File: src/rtl/arb_pkg.sv
// Shared types and helpers for the request/grant arbiter.
package arb_pkg;

    localparam int unsigned DEF_N        = 4;
    localparam int unsigned DEF_MAX_HOLD = 8;
    localparam int unsigned MAX_N        = 16;
    localparam int unsigned MAX_IDX_W    = 4;
    localparam int unsigned HOLD_W       = 8;

    typedef enum logic {
        IDLE  = 1'b0,
        OWNED = 1'b1
    } arb_state_e;

    // Index of the first set bit of vec, scanning upward from ptr and wrapping at n.
    function automatic logic [MAX_IDX_W-1:0] first_set_rot(
        input logic [MAX_N-1:0]     vec,
        input logic [MAX_IDX_W-1:0] ptr,
        input int unsigned          n
    );
        logic [MAX_IDX_W-1:0] res;
        logic                 hit;
        int unsigned          j;
        res = '0;
        hit = 1'b0;
        for (int unsigned i = 0; i < MAX_N; i++) begin
            j = 32'(ptr) + i;
            if (j >= n) begin
                j = j - n;
            end
            if (!hit && (i < n) && vec[MAX_IDX_W'(j)]) begin
                res = MAX_IDX_W'(j);
                hit = 1'b1;
            end
        end
        return res;
    endfunction

endpackage

File: src/rtl/rr_pick.sv
// Combinational rotate-and-find-first: first set bit of vec_i at or after ptr_i.
module rr_pick
    import arb_pkg::*;
#(
    parameter  int unsigned N = DEF_N,
    localparam int unsigned W = $clog2(N)
) (
    input  logic [N-1:0] vec_i,
    input  logic [W-1:0] ptr_i,
    output logic         found_o,
    output logic [W-1:0] index_o
);

    assign found_o = |vec_i;
    assign index_o = W'(first_set_rot(MAX_N'(vec_i), MAX_IDX_W'(ptr_i), N));

endmodule

File: src/rtl/req_grant_arbiter.sv
// Round-robin request/grant arbiter with zero-cycle grant, per-owner hold limit and
// a mask that keeps a timed-out owner out until it drops its request.
module req_grant_arbiter
    import arb_pkg::*;
#(
    parameter  int unsigned N        = DEF_N,
    parameter  int unsigned MAX_HOLD = DEF_MAX_HOLD,
    localparam int unsigned W        = $clog2(N)
) (
    input  logic         clk,
    input  logic         rst,
    input  logic [N-1:0] req,
    output logic [N-1:0] grant,
    output logic         grant_valid,
    output logic [W-1:0] grant_id,
    output logic         timeout
);

    localparam logic [HOLD_W-1:0] HOLD_MAX = HOLD_W'(MAX_HOLD);
    localparam logic [W-1:0]      LAST_IDX = W'(N - 1);

    arb_state_e          state_q, state_d;
    logic [W-1:0]        owner_q, owner_d;
    logic [W-1:0]        ptr_q, ptr_d;
    logic [HOLD_W-1:0]   hold_q, hold_d;
    logic [N-1:0]        mask_q, mask_d;
    logic                timeout_q, timeout_d;

    logic [N-1:0]        eligible;
    logic [N-1:0]        owner_oh;
    logic [W-1:0]        owner_inc;
    logic                owned;
    logic                keep;
    logic                expire;
    logic [N-1:0]        scan_vec;
    logic [W-1:0]        scan_ptr;
    logic                pick_found;
    logic [W-1:0]        pick_idx;
    logic [N-1:0]        grant_c;
    logic [W-1:0]        id_c;

    assign eligible  = req & ~mask_q;
    assign owner_oh  = N'(1) << owner_q;
    assign owner_inc = (owner_q == LAST_IDX) ? '0 : owner_q + W'(1);
    assign owned     = (state_q == OWNED);
    assign keep      = owned && req[owner_q] && (hold_q < HOLD_MAX);
    assign expire    = owned && req[owner_q] && (hold_q >= HOLD_MAX);

    // A leaving owner hands over using the post-release pointer, excluding itself.
    assign scan_ptr  = owned ? owner_inc : ptr_q;
    assign scan_vec  = owned ? (eligible & ~owner_oh) : eligible;

    rr_pick #(.N(N)) u_pick (
        .vec_i   (scan_vec),
        .ptr_i   (scan_ptr),
        .found_o (pick_found),
        .index_o (pick_idx)
    );

    // Next-state and combinational grant.
    always_comb begin
        state_d   = state_q;
        owner_d   = owner_q;
        ptr_d     = ptr_q;
        hold_d    = hold_q;
        mask_d    = mask_q & req;
        timeout_d = 1'b0;
        grant_c   = '0;
        id_c      = '0;

        if (keep) begin
            grant_c = owner_oh;
            id_c    = owner_q;
            hold_d  = hold_q + HOLD_W'(1);
        end else begin
            if (owned) begin
                ptr_d = owner_inc;
            end
            if (expire) begin
                mask_d    = mask_d | owner_oh;
                timeout_d = 1'b1;
            end
            if (pick_found) begin
                grant_c = N'(1) << pick_idx;
                id_c    = pick_idx;
                state_d = OWNED;
                owner_d = pick_idx;
                hold_d  = HOLD_W'(1);
            end else begin
                state_d = IDLE;
                hold_d  = '0;
            end
        end
    end

    always_ff @(posedge clk or posedge rst) begin
        if (rst) begin
            state_q   <= IDLE;
            owner_q   <= '0;
            ptr_q     <= '0;
            hold_q    <= '0;
            mask_q    <= '0;
            timeout_q <= 1'b0;
        end else begin
            state_q   <= state_d;
            owner_q   <= owner_d;
            ptr_q     <= ptr_d;
            hold_q    <= hold_d;
            mask_q    <= mask_d;
            timeout_q <= timeout_d;
        end
    end

    // Reset kills the grant path immediately, not at the next edge.
    assign grant       = rst ? '0 : grant_c;
    assign grant_valid = |grant;
    assign grant_id    = rst ? '0 : id_c;
    assign timeout     = timeout_q;

`ifndef SYNTHESIS
    for (genvar gi = 0; gi < N; gi++) begin : g_sva
        a_rose_grant: assert property (@(posedge clk) disable iff (rst)
            ($rose(req[gi]) && !owned && pick_found && (pick_idx == W'(gi))) |-> grant[gi]);
        a_grant_req: assert property (@(posedge clk) disable iff (rst)
            grant[gi] |-> req[gi]);
    end
    a_onehot: assert property (@(posedge clk) disable iff (rst) $onehot0(grant));
`endif

endmodule

File: config.mk
export PLATFORM = sky130hd
export DESIGN_NAME = req_grant_arbiter
export DESIGN_NICKNAME = d
export VERILOG_FILES = /design/src/rtl/arb_pkg.sv /design/src/rtl/rr_pick.sv /design/src/rtl/req_grant_arbiter.sv
export SDC_FILE = /design/constraint.sdc
export NUM_CORES = 1
export LEC_CHECK = 0
export ABC_AREA = 0
export BUFFER_PORTS_ARGS = -buffer_cell sky130_fd_sc_hd__buf_2
export CORE_ASPECT_RATIO = 0.6
export CORE_MARGIN = 2
export CORE_UTILIZATION = 45
export DETAILED_ROUTE_END_ITERATION = 16
export RECOVER_POWER = 25
export SETUP_SLACK_MARGIN = 0.1
export SYNTH_ARGS = -nofsm -noshare
export SYNTH_HDL_FRONTEND = slang
export SYNTH_SLANG_ARGS = --single-unit
File: constraint.sdc
create_clock -name clk -period 8.6 [get_ports clk]
set_clock_uncertainty 0.2 [all_clocks]
set_input_delay 0.86 -clock clk [delete_from_list [all_inputs] [get_ports clk]]
set_output_delay 0.86 -clock clk [all_outputs]
set_load 0.05 [all_outputs]
==> results of run 1 <==
stage by stage:
stage               worst slack [ps]  cells  hold WS (ps)  util (%)  area, µm²
floorplan                       3610    131           264         -       1210
global placement                4220    173           284      51.3       1290
detailed placement              4190    173           294      51.3       1290
CTS                             3890    177           316      53.5       1350
global route                    3550    177           335      53.4       1350
finish                          3810    177           323      53.4       1350
sequential cells by signal, summed over array words and instances (netlist names):
signal / cells
hold_q: 8
mask_q: 4
owned: 1
owner_q: 2
ptr_q: 2
timeout: 1
path summary, 6_finish.rpt:
kind / slack (ps) / depth (start not counted) / to
min: 320 / 1 / hold_q[0]$_DFF_PP0_
max in group asynchronous: 6970 / 2 / owned$_DFFE_PP0N_
max reg2reg: 5250 / 10 / owner_q[0]$_DFFE_PP0P_
min in group asynchronous: 710 / 2 / ptr_q[1]$_DFFE_PP0N_
max: 3810 / 11 / grant_id[0]
min reg2reg: 320 / 1 / hold_q[0]$_DFF_PP0_
synthesized netlist by cell type (2+ instances only):
cell type,count
dfrtp_1,18
a22o_1,4
nand2_1,14
mux2i_1,3
nand2b_1,3
ha_1,8
a31oi_1,2
mux2_2,2
nor2_1,9
nor3_1,2
buf_6,2
a21oi_1,7
nor4_1,2
inv_1,11
and2_1,2
o21ai_0,2
a211oi_1,2
or4_1,2
or2_2,2
nand3_1,7
metal layers:
layer / up-vias / global-route usage [%]
li1: 484 / -
met1: 461 / 31.6
met2: 38 / 26.6
met3: 2 / 5.58
met4: 0 / 4.53
met5: - / 0
area by class of cell:
type                            instances  area, µm²
Tap cell                               32       40.0
Inverter                               12       45.0
Clock buffer                            4       55.1
Timing Repair Buffer                   14       71.3
Multi-Input combinational cell         97        686
Sequential cell                        18        450
Fill cell                             246       1170
kinds of logic (layout without fill, tap and decap cells):
family / Yosys count / count (layout)
AO/OA/AOI/OAI: 26 / 26
XOR/XNOR: 2 / 2
adder cells (fa/ha/maj): 8 / 8
buffers and inverters: 16 / 30
flip-flops: 18 / 18
multiplexers: 6 / 6
other: 1 / 4
AND/OR/NAND/NOR: 51 / 51
==> out/qor.txt, run 1 <==
CTS clk-pin slew, worst paths: 70 ps
CP Capture Type: output port
Worst path required time: 7540 ps
Most common flop cell mapped by yosys: dfrtp_1
CP Cell Sequence: inv_1, ha_1, mux2i_1, ha_1, a311oi_1, a31oi_1, o31ai_1, nor3_1, or2_2, a21oi_1, buf_2
Met2 WL: 1090 µm
# Post-CTS Setup Buffers: 0
PortBufs: 13
Ports: 14
CTS Sinks: 18
Critical path fanouts, max: 8
Achievable Freq: 209 MHz
Hpwl dp: 2100 µm
CP most frequent cell: ha_1
CP max stage cell: mux2i_1
Die ar.: 0.00311 mm²
Residual DRC count: 0
DRT iter0 DRCs: 112
All-Layer GR Usage: 20.0%
Largest net degree at the start of global routing: 23
Hold Buf Count CTS: 0
Layout cells sized above 1: 20.0%
Most common cell after layout, fill and taps aside: dfrtp_1
CP Launch Type: flip-flop
Die height: 44 µm
DRT Wirelength: 2800 µm
Layout area overhead: 12.3%
Vias in the first global route: 884
Gate Count Post-Synth: 128
Worst min path class: reg -> reg
Most frequent cells in the layout: dfrtp_1, nand2_1, buf_2
Min Tclk post-route: 4790 ps
Synth area leader: dfrtp_1
Cell Rows: 14
Diodes inserted: 0
Total grt overflow: 0
Core Area: 0.00252 mm²
RSZ-0062 raised after global routing: no
Final #Nets: 160
TritonCTS clock tree: built
Count of final hold-check violations: 0
Post-synthesis cell type count: 44
Initial antenna violation count: 0
Hold path start: hold_q[0]$_DFF_PP0_
Die W: 70.7 µm
Starting Density: 47.6%
Routed wire per std cell: 15.8 µm
DRT met1 WL: 1480 µm
Crit path launch: owner_q[0]$_DFFE_PP0P_
Slew headroom: 41.3%
Global-route wire length before repair: 4620 µm
Slew Viols, Final: 0
Seq/Total Area, Yosys: 37.5%
CP Buf/Inv Count: 2
Met3 wire len: 221 µm
Worst-margin pin slew: 875 ps
Synth Area in Compound Gates: 17.1%
Root Buffer: clkbuf_8
EDFF count, synth: 0
Max-cap violations: 0
Outcome: completed
Post-Syn Area: 0.00120 mm²
Max Used Layer: met4
H-tree lvl count: 1
# setup viols final: 0
Final setup TNS: 0 ps
Total CTS buffers: 3
Post-synthesis xor/xnor area fraction: 1.46%
Async SR Flop Fraction: 100%
CP peak stage delay: 510 ps
Post-route ant nets: 0
Top post-synthesis cells by area: dfrtp_1, ha_1, nand2_1, inv_1, a21oi_1
Post-synth top area share: 37.5%
Via Count: 985
Largest family of logic cells by synthesized area: simple AND/OR/NAND/NOR gates
Reg-to-Reg Start: owner_q[0]$_DFFE_PP0P_
Simple-gate share of the synthesized area: 22.7%
Final period util: 55.7%
Mapped Avg Cell Area: 9.37 µm²
Flops & latches, synth: 18
Synth warn: 0
Fraction of the mapped netlist area in adder cells: 8.34%
Drt first pass iters: 4
Delay-heaviest family, CP: compound AO/OA/AOI/OAI gates
WP data arrival: 3730 ps
CTS Buffer Depth: 2
Post-cts resize count: 0
Mux contribution to synthesized area: 6.26%
Vias per cell: 5.56
Routability congestion estimate: 0.906
Worst skew pair latency: 250 ps
Critical path class: reg -> out
Power of run 1 is not shown: default switching activity piles up to over one toggle a cycle in this logic, so the estimate is an artifact.
==> run 2, diff against run 1 <==
--- a/config.mk
+++ b/config.mk
@@ -5,12 +5,13 @@
 export SDC_FILE = /design/constraint.sdc
 export NUM_CORES = 1
 export LEC_CHECK = 0
-export ABC_AREA = 0
+export ABC_AREA = 1
 export BUFFER_PORTS_ARGS = -buffer_cell sky130_fd_sc_hd__buf_2
 export CORE_ASPECT_RATIO = 0.6
 export CORE_MARGIN = 2
 export CORE_UTILIZATION = 45
 export DETAILED_ROUTE_END_ITERATION = 16
+export PLACE_DENSITY = 0.66
 export RECOVER_POWER = 25
 export SETUP_SLACK_MARGIN = 0.1
 export SYNTH_ARGS = -nofsm -noshare
==> constraint.sdc (replaced) <==
create_clock -name clk -period 4.01 [get_ports clk]
set_clock_uncertainty 0.2 [all_clocks]
set_input_delay 0.401 -clock clk [delete_from_list [all_inputs] [get_ports clk]]
set_output_delay 0.401 -clock clk [all_outputs]
set_load 0.05 [all_outputs]
==> run 2 against run 1 <==
Count of clock-buffer cells in the layout is 1 lower. Die area is 4.1% higher. Sequential share of layout area is 1.1 points lower. Cell count is 21% higher. Highest routed layer unchanged. Critical endpoint is now grant_valid. Design area is 3.8% higher. Flip-flop and latch count stayed put. Synthesized cell count is 28% higher. Critical path depth is 7 higher. Area after synthesis is 4.4% higher. Hold slack worse by 170 ps.
==> out/qor.txt, run 2 <==
Reg area: 452 µm²
Core Area: 0.00257 mm²
Hold Buf Count CTS: 0
Top post-synthesis cells by area: dfrtp_1, nand2_1, ha_1, inv_1, nand3_1
Largest net degree at the start of global routing: 22
Critical path class: reg -> out
Achievable Freq: 278 MHz
CTS Sinks: 18
Total grt overflow: 0
EDFF count, synth: 0
DRT iter0 DRCs: 77
Seq/Total Area, Yosys: 36.0%
PortBufs: 13
Final Non-Filler Cells: 214
Final Core Density: 54.3%
Total CTS buffers: 3
Most common cell after layout, fill and taps aside: nand2_1
Area occupied by multi-input gates: 716 µm²
Residual DRC count: 0
Vias in the first global route: 989
Top Registers: hold_q (8), mask_q (4)
Slew headroom: 50.3%
Synth cell count leaders: nand2_1, inv_1, dfrtp_1
Post-cts resize count: 0
All-Layer GR Usage: 19.0%
CP Launch Type: flip-flop
Post-synth top area share: 36.0%
Layout cells sized above 1: 21.4%
Worst skew pair latency: 250 ps
Post-Syn Area: 0.00125 mm²
Worst-margin pin slew: 745 ps
WP data arrival: 2990 ps
H-tree lvl count: 1
RSZ-0062 raised after global routing: no
Most common flop cell mapped by yosys: dfrtp_1
Mapped Avg Cell Area: 7.64 µm²
Synth area leader: dfrtp_1
Gate Count Post-Synth: 164
Die ar.: 0.00324 mm²
Final #Nets: 198
# Post-CTS Setup Buffers: 0
Diodes inserted: 0
CTS clk-pin slew, worst paths: 60 ps
Final period util: 89.6%
Final setup TNS: 0 ps
Dpl cells: 211
Die height: 44.9 µm
Die W: 72.1 µm
Starting Density: 48.6%
CTS Buffer Depth: 2
Hpwl dp: 2170 µm
Critical path fanouts, max: 6
Synth warn: 0
Count of final hold-check violations: 0
# setup viols final: 0
Layout area overhead: 11.7%
Worst path required time: 3410 ps
Most frequent cell after synthesis: nand2_1
Outcome: completed
Via Count: 1107
Cell Rows: 14
Async SR Flop Fraction: 100%
Min Tclk post-route: 3590 ps
Slew Viols, Final: 0
Post-synthesis cell type count: 29
Most frequent cells in the layout: nand2_1, inv_1, dfrtp_1
Root Buffer: clkbuf_8
Largest reg by FF count: hold_q
Post-route ant nets: 0
Max-cap violations: 0
Ports: 14
FILL cells: 240
Drt first pass iters: 4
Global-route wire length before repair: 4630 µm
CP Capture Type: output port
DRT Wirelength: 2710 µm
Routability congestion estimate: 0.869
Initial antenna violation count: 0
Routed wire per std cell: 12.7 µm
Flops & latches, synth: 18
TritonCTS clock tree: built
Vias per cell: 5.17
Worst min path class: in -> async
Number of flip-flops under the largest register name: 8
[run 2: critical path, stage by stage (launching register included)]
cell and delay (ps):
dfrtp_1 410, inv_1 140, ha_1 310, nand2_2 60, o21ai_4 120, inv_2 110
ha_1 320, inv_1 100, nand3_1 100, o21ai_1 120, nor2_1 80, nand3_1 90
nand2_2 100, nor2_2 130, nand2_2 60, nand2_1 60, o21ai_1 70, nand2_1 90
buf_2 260
[run 2: kinds of logic (layout without fill, tap and decap cells)]
group / Yosys count / after routing / share of synthesized area, %
AND/OR/NAND/NOR: 83 / 83 / 32.0
XOR/XNOR: 2 / 2 / 1.40
adder cells (fa/ha/maj): 8 / 8 / 7.99
other: 1 / 4 / 0.299
buffers and inverters: 24 / 39 / 7.79
flip-flops: 18 / 18 / 36.0
AO/OA/AOI/OAI: 28 / 28 / 14.6
[run 2: metrics by stage]
stage / cell area (µm²) / hold WS [ps] / setup WS (ps)
3_3_place_gp: 1360 / 291 / 729
6_report: 1400 / 157 / 417
2_1_floorplan: 1260 / 159 / 347
3_5_place_dp: 1360 / 299 / 644
5_1_grt: 1400 / 223 / 141
4_1_cts: 1400 / 156 / 365
[run 2: cell type report]
cell class | instances | area share, %
flip-flops and latches | 18 | 32.3
well taps | 32 | 2.86
repair buffers | 13 | 4.56
multi-input cells | 125 | 51.2
inverters | 23 | 6.17
clock buffers | 3 | 2.95
[run 2: layer usage]
metal	GRT usage, %	routed length (µm)	vias to the layer above
met4	3.40	10	0
met5	0	0	-
met2	27.3	1110	32
li1	-	-	557
met1	28.8	1450	516
met3	5.36	142	2
[run 2: worst paths after layout]
check                                         endpoint  cells after the start  slack [ps]                    from
worst max register to register  owner_q[1]$_DFFE_PP0P_                     14        1420  owner_q[1]$_DFFE_PP0P_
worst min-delay path               hold_q[0]$_DFF_PP0_                      2         160                     rst
min in group clk                   mask_q[3]$_DFF_PP0_                      2         220                  req[3]
max in group asynchronous       owner_q[0]$_DFFE_PP0P_                      2        2940                     rst
worst max-delay path                       grant_valid                     18         420  owner_q[1]$_DFFE_PP0P_
worst min register to register     mask_q[0]$_DFF_PP0_                      1         320     mask_q[0]$_DFF_PP0_
Power of run 2 is left out for the same reason.
==> run 3, diff against run 2 <==
--- a/config.mk
+++ b/config.mk
@@ -7,13 +7,16 @@
 export LEC_CHECK = 0
 export ABC_AREA = 1
 export BUFFER_PORTS_ARGS = -buffer_cell sky130_fd_sc_hd__buf_2
+export CAP_MARGIN = 20
 export CORE_ASPECT_RATIO = 0.6
 export CORE_MARGIN = 2
 export CORE_UTILIZATION = 45
 export DETAILED_ROUTE_END_ITERATION = 16
 export PLACE_DENSITY = 0.66
 export RECOVER_POWER = 25
+export REMOVE_ABC_BUFFERS = 1
 export SETUP_SLACK_MARGIN = 0.1
+export SKIP_LAST_GASP = 1
 export SYNTH_ARGS = -nofsm -noshare
 export SYNTH_HDL_FRONTEND = slang
 export SYNTH_SLANG_ARGS = --single-unit
==> run 3 against run 2 <==
Non-clock buffer count unchanged. Register-to-register slack barely moved. Design area is essentially flat. Critical path depth unchanged. Critical path type unchanged. Largest cell class unchanged. Highest routed layer unchanged.
==> out/qor.txt, run 3 (synthesized netlist as in run 2, its figures left out) <==
Outcome: completed
Reg-to-Reg Start: owner_q[0]$_DFFE_PP0P_
Global-route wire length before repair: 4600 µm
Vias in the first global route: 1008
Worst min path class: in -> async
Hold Buf Count CTS: 0
Routed wire per std cell: 12.5 µm
WP data arrival: 3000 ps
CP Capture Type: output port
Achievable Freq: 278 MHz
Layout area overhead: 11.6%
R2R depth: 14
Largest net degree at the start of global routing: 22
Crit path launch: owner_q[0]$_DFFE_PP0P_
RSZ-0062 raised after global routing: no
Hpwl dp: 2160 µm
Routability congestion estimate: 0.886
CTS Sinks: 18
Post-route ant nets: 0
Worst path required time: 3410 ps
Vias per cell: 5.14
Slew Viols, Final: 0
Post-cts resize count: 0
Starting Density: 48.6%
Ports: 14
CP most frequent cell: nand2_2
# Post-CTS Setup Buffers: 0
Initial antenna violation count: 0
Top Registers: hold_q (8), mask_q (4)
FILL cells: 242
Cell Rows: 14
Most frequent cells in the layout: nand2_1, inv_1, dfrtp_1
Critical path fanouts, max: 7
Final setup TNS: 0 ps
Largest reg by FF count: hold_q
Total CTS buffers: 3
Total grt overflow: 0
Final #Nets: 198
Worst-margin pin slew: 748 ps
Die ar.: 0.00324 mm²
All-Layer GR Usage: 18.7%
Reg2Reg Setup Slack: 1430 ps
Count of final hold-check violations: 0
Levels on crit path: 18
CP peak stage delay: 470 ps
Final period util: 89.7%
Most common cell after layout, fill and taps aside: nand2_1
H-tree lvl count: 1
DRT iter0 DRCs: 84
CTS Buffer Depth: 2
Crit path to: grant_valid
Die height: 44.9 µm
CP Cell Sequence: inv_2, ha_1, nand2_2, o21ai_4, inv_2, ha_1, inv_1, nand3_1, o21ai_1, nor2_1, nand3_1, nand2_2, nor2_2, nand2_2, nand2_1, o21ai_1, nand2_1, buf_2
Number of flip-flops under the largest register name: 8
DRT Wirelength: 2670 µm
CTS clk-pin slew, worst paths: 60 ps
Max-cap violations: 0
Slew headroom: 50.1%
Delay-heaviest family, CP: simple AND/OR/NAND/NOR gates
Drt first pass iters: 4
Root Buffer: clkbuf_8
Via Count: 1099
Worst skew pair latency: 250 ps
CP Buf/Inv Count: 4
Die W: 72.1 µm
Residual DRC count: 0
R2r endpoint: owner_q[1]$_DFFE_PP0P_
Core Area: 0.00257 mm²
CP Launch Type: flip-flop
Min Tclk post-route: 3600 ps
TritonCTS clock tree: built
CP max stage cell: dfrtp_1
PortBufs: 13
Critical path class: reg -> out
Diodes inserted: 0
Layout cells sized above 1: 20.9%
# setup viols final: 0
==> run 3: layout make-up <==
| cell class | count | area, µm² | share of cell area [%] |
|---|---|---|---|
| Clock buffer | 3 | 41.3 | 2.95 |
| Timing Repair Buffer | 13 | 63.8 | 4.57 |
| Multi-Input combinational cell | 125 | 716 | 51.2 |
| Sequential cell | 18 | 450 | 32.2 |
| Inverter | 23 | 86.3 | 6.18 |
| Tap cell | 32 | 40.0 | 2.86 |
==> run 3: through the flow <==
step	area (µm²)	std cells	hold slack, ps	utilization, %	setup WS (ps)
finish	1400	214	164	54.3	413
CTS	1400	214	144	54.3	420
global route	1400	214	210	54.3	113
floorplan	1250	166	159	-	327
global placement	1360	211	291	52.7	784
detailed placement	1360	211	295	52.7	706
==> run 3: how the worst min path moves through the flow <==
stage,start,end,slack [ps]
finish,rst,ptr_q[1]$_DFFE_PP0N_,160
CTS,rst,ptr_q[1]$_DFFE_PP0N_,140
global placement,mask_q[3]$_DFF_PP0_,mask_q[3]$_DFF_PP0_,290
global route,req[3],mask_q[3]$_DFF_PP0_,210
floorplan,rst,hold_q[0]$_DFF_PP0_,160
detailed placement,mask_q[3]$_DFF_PP0_,mask_q[3]$_DFF_PP0_,300
==> run 3: layer usage <==
layer	GRT usage, %	vias to the layer above	share of wire, %	routed length [µm]
met3	5.36	2	7.9	212
met4	4.15	0	0.22	6
met2	27.9	31	42	1110
met1	27.1	505	50	1340
met5	0	-	0	0
li1	-	561	-	-
==> run 3: worst reg2reg max path, stage by stage, from the launching register on <==
cell,delay [ps]
dfrtp_1,470
inv_2,110
ha_1,300
nand2_2,60
o21ai_4,110
inv_2,100
ha_1,310
inv_1,90
nand3_1,100
o21ai_1,130
nor2_1,80
nand3_1,90
nand2_2,110
nor2_2,140
a21oi_1,60
Power of run 3 is left out for the same reason.
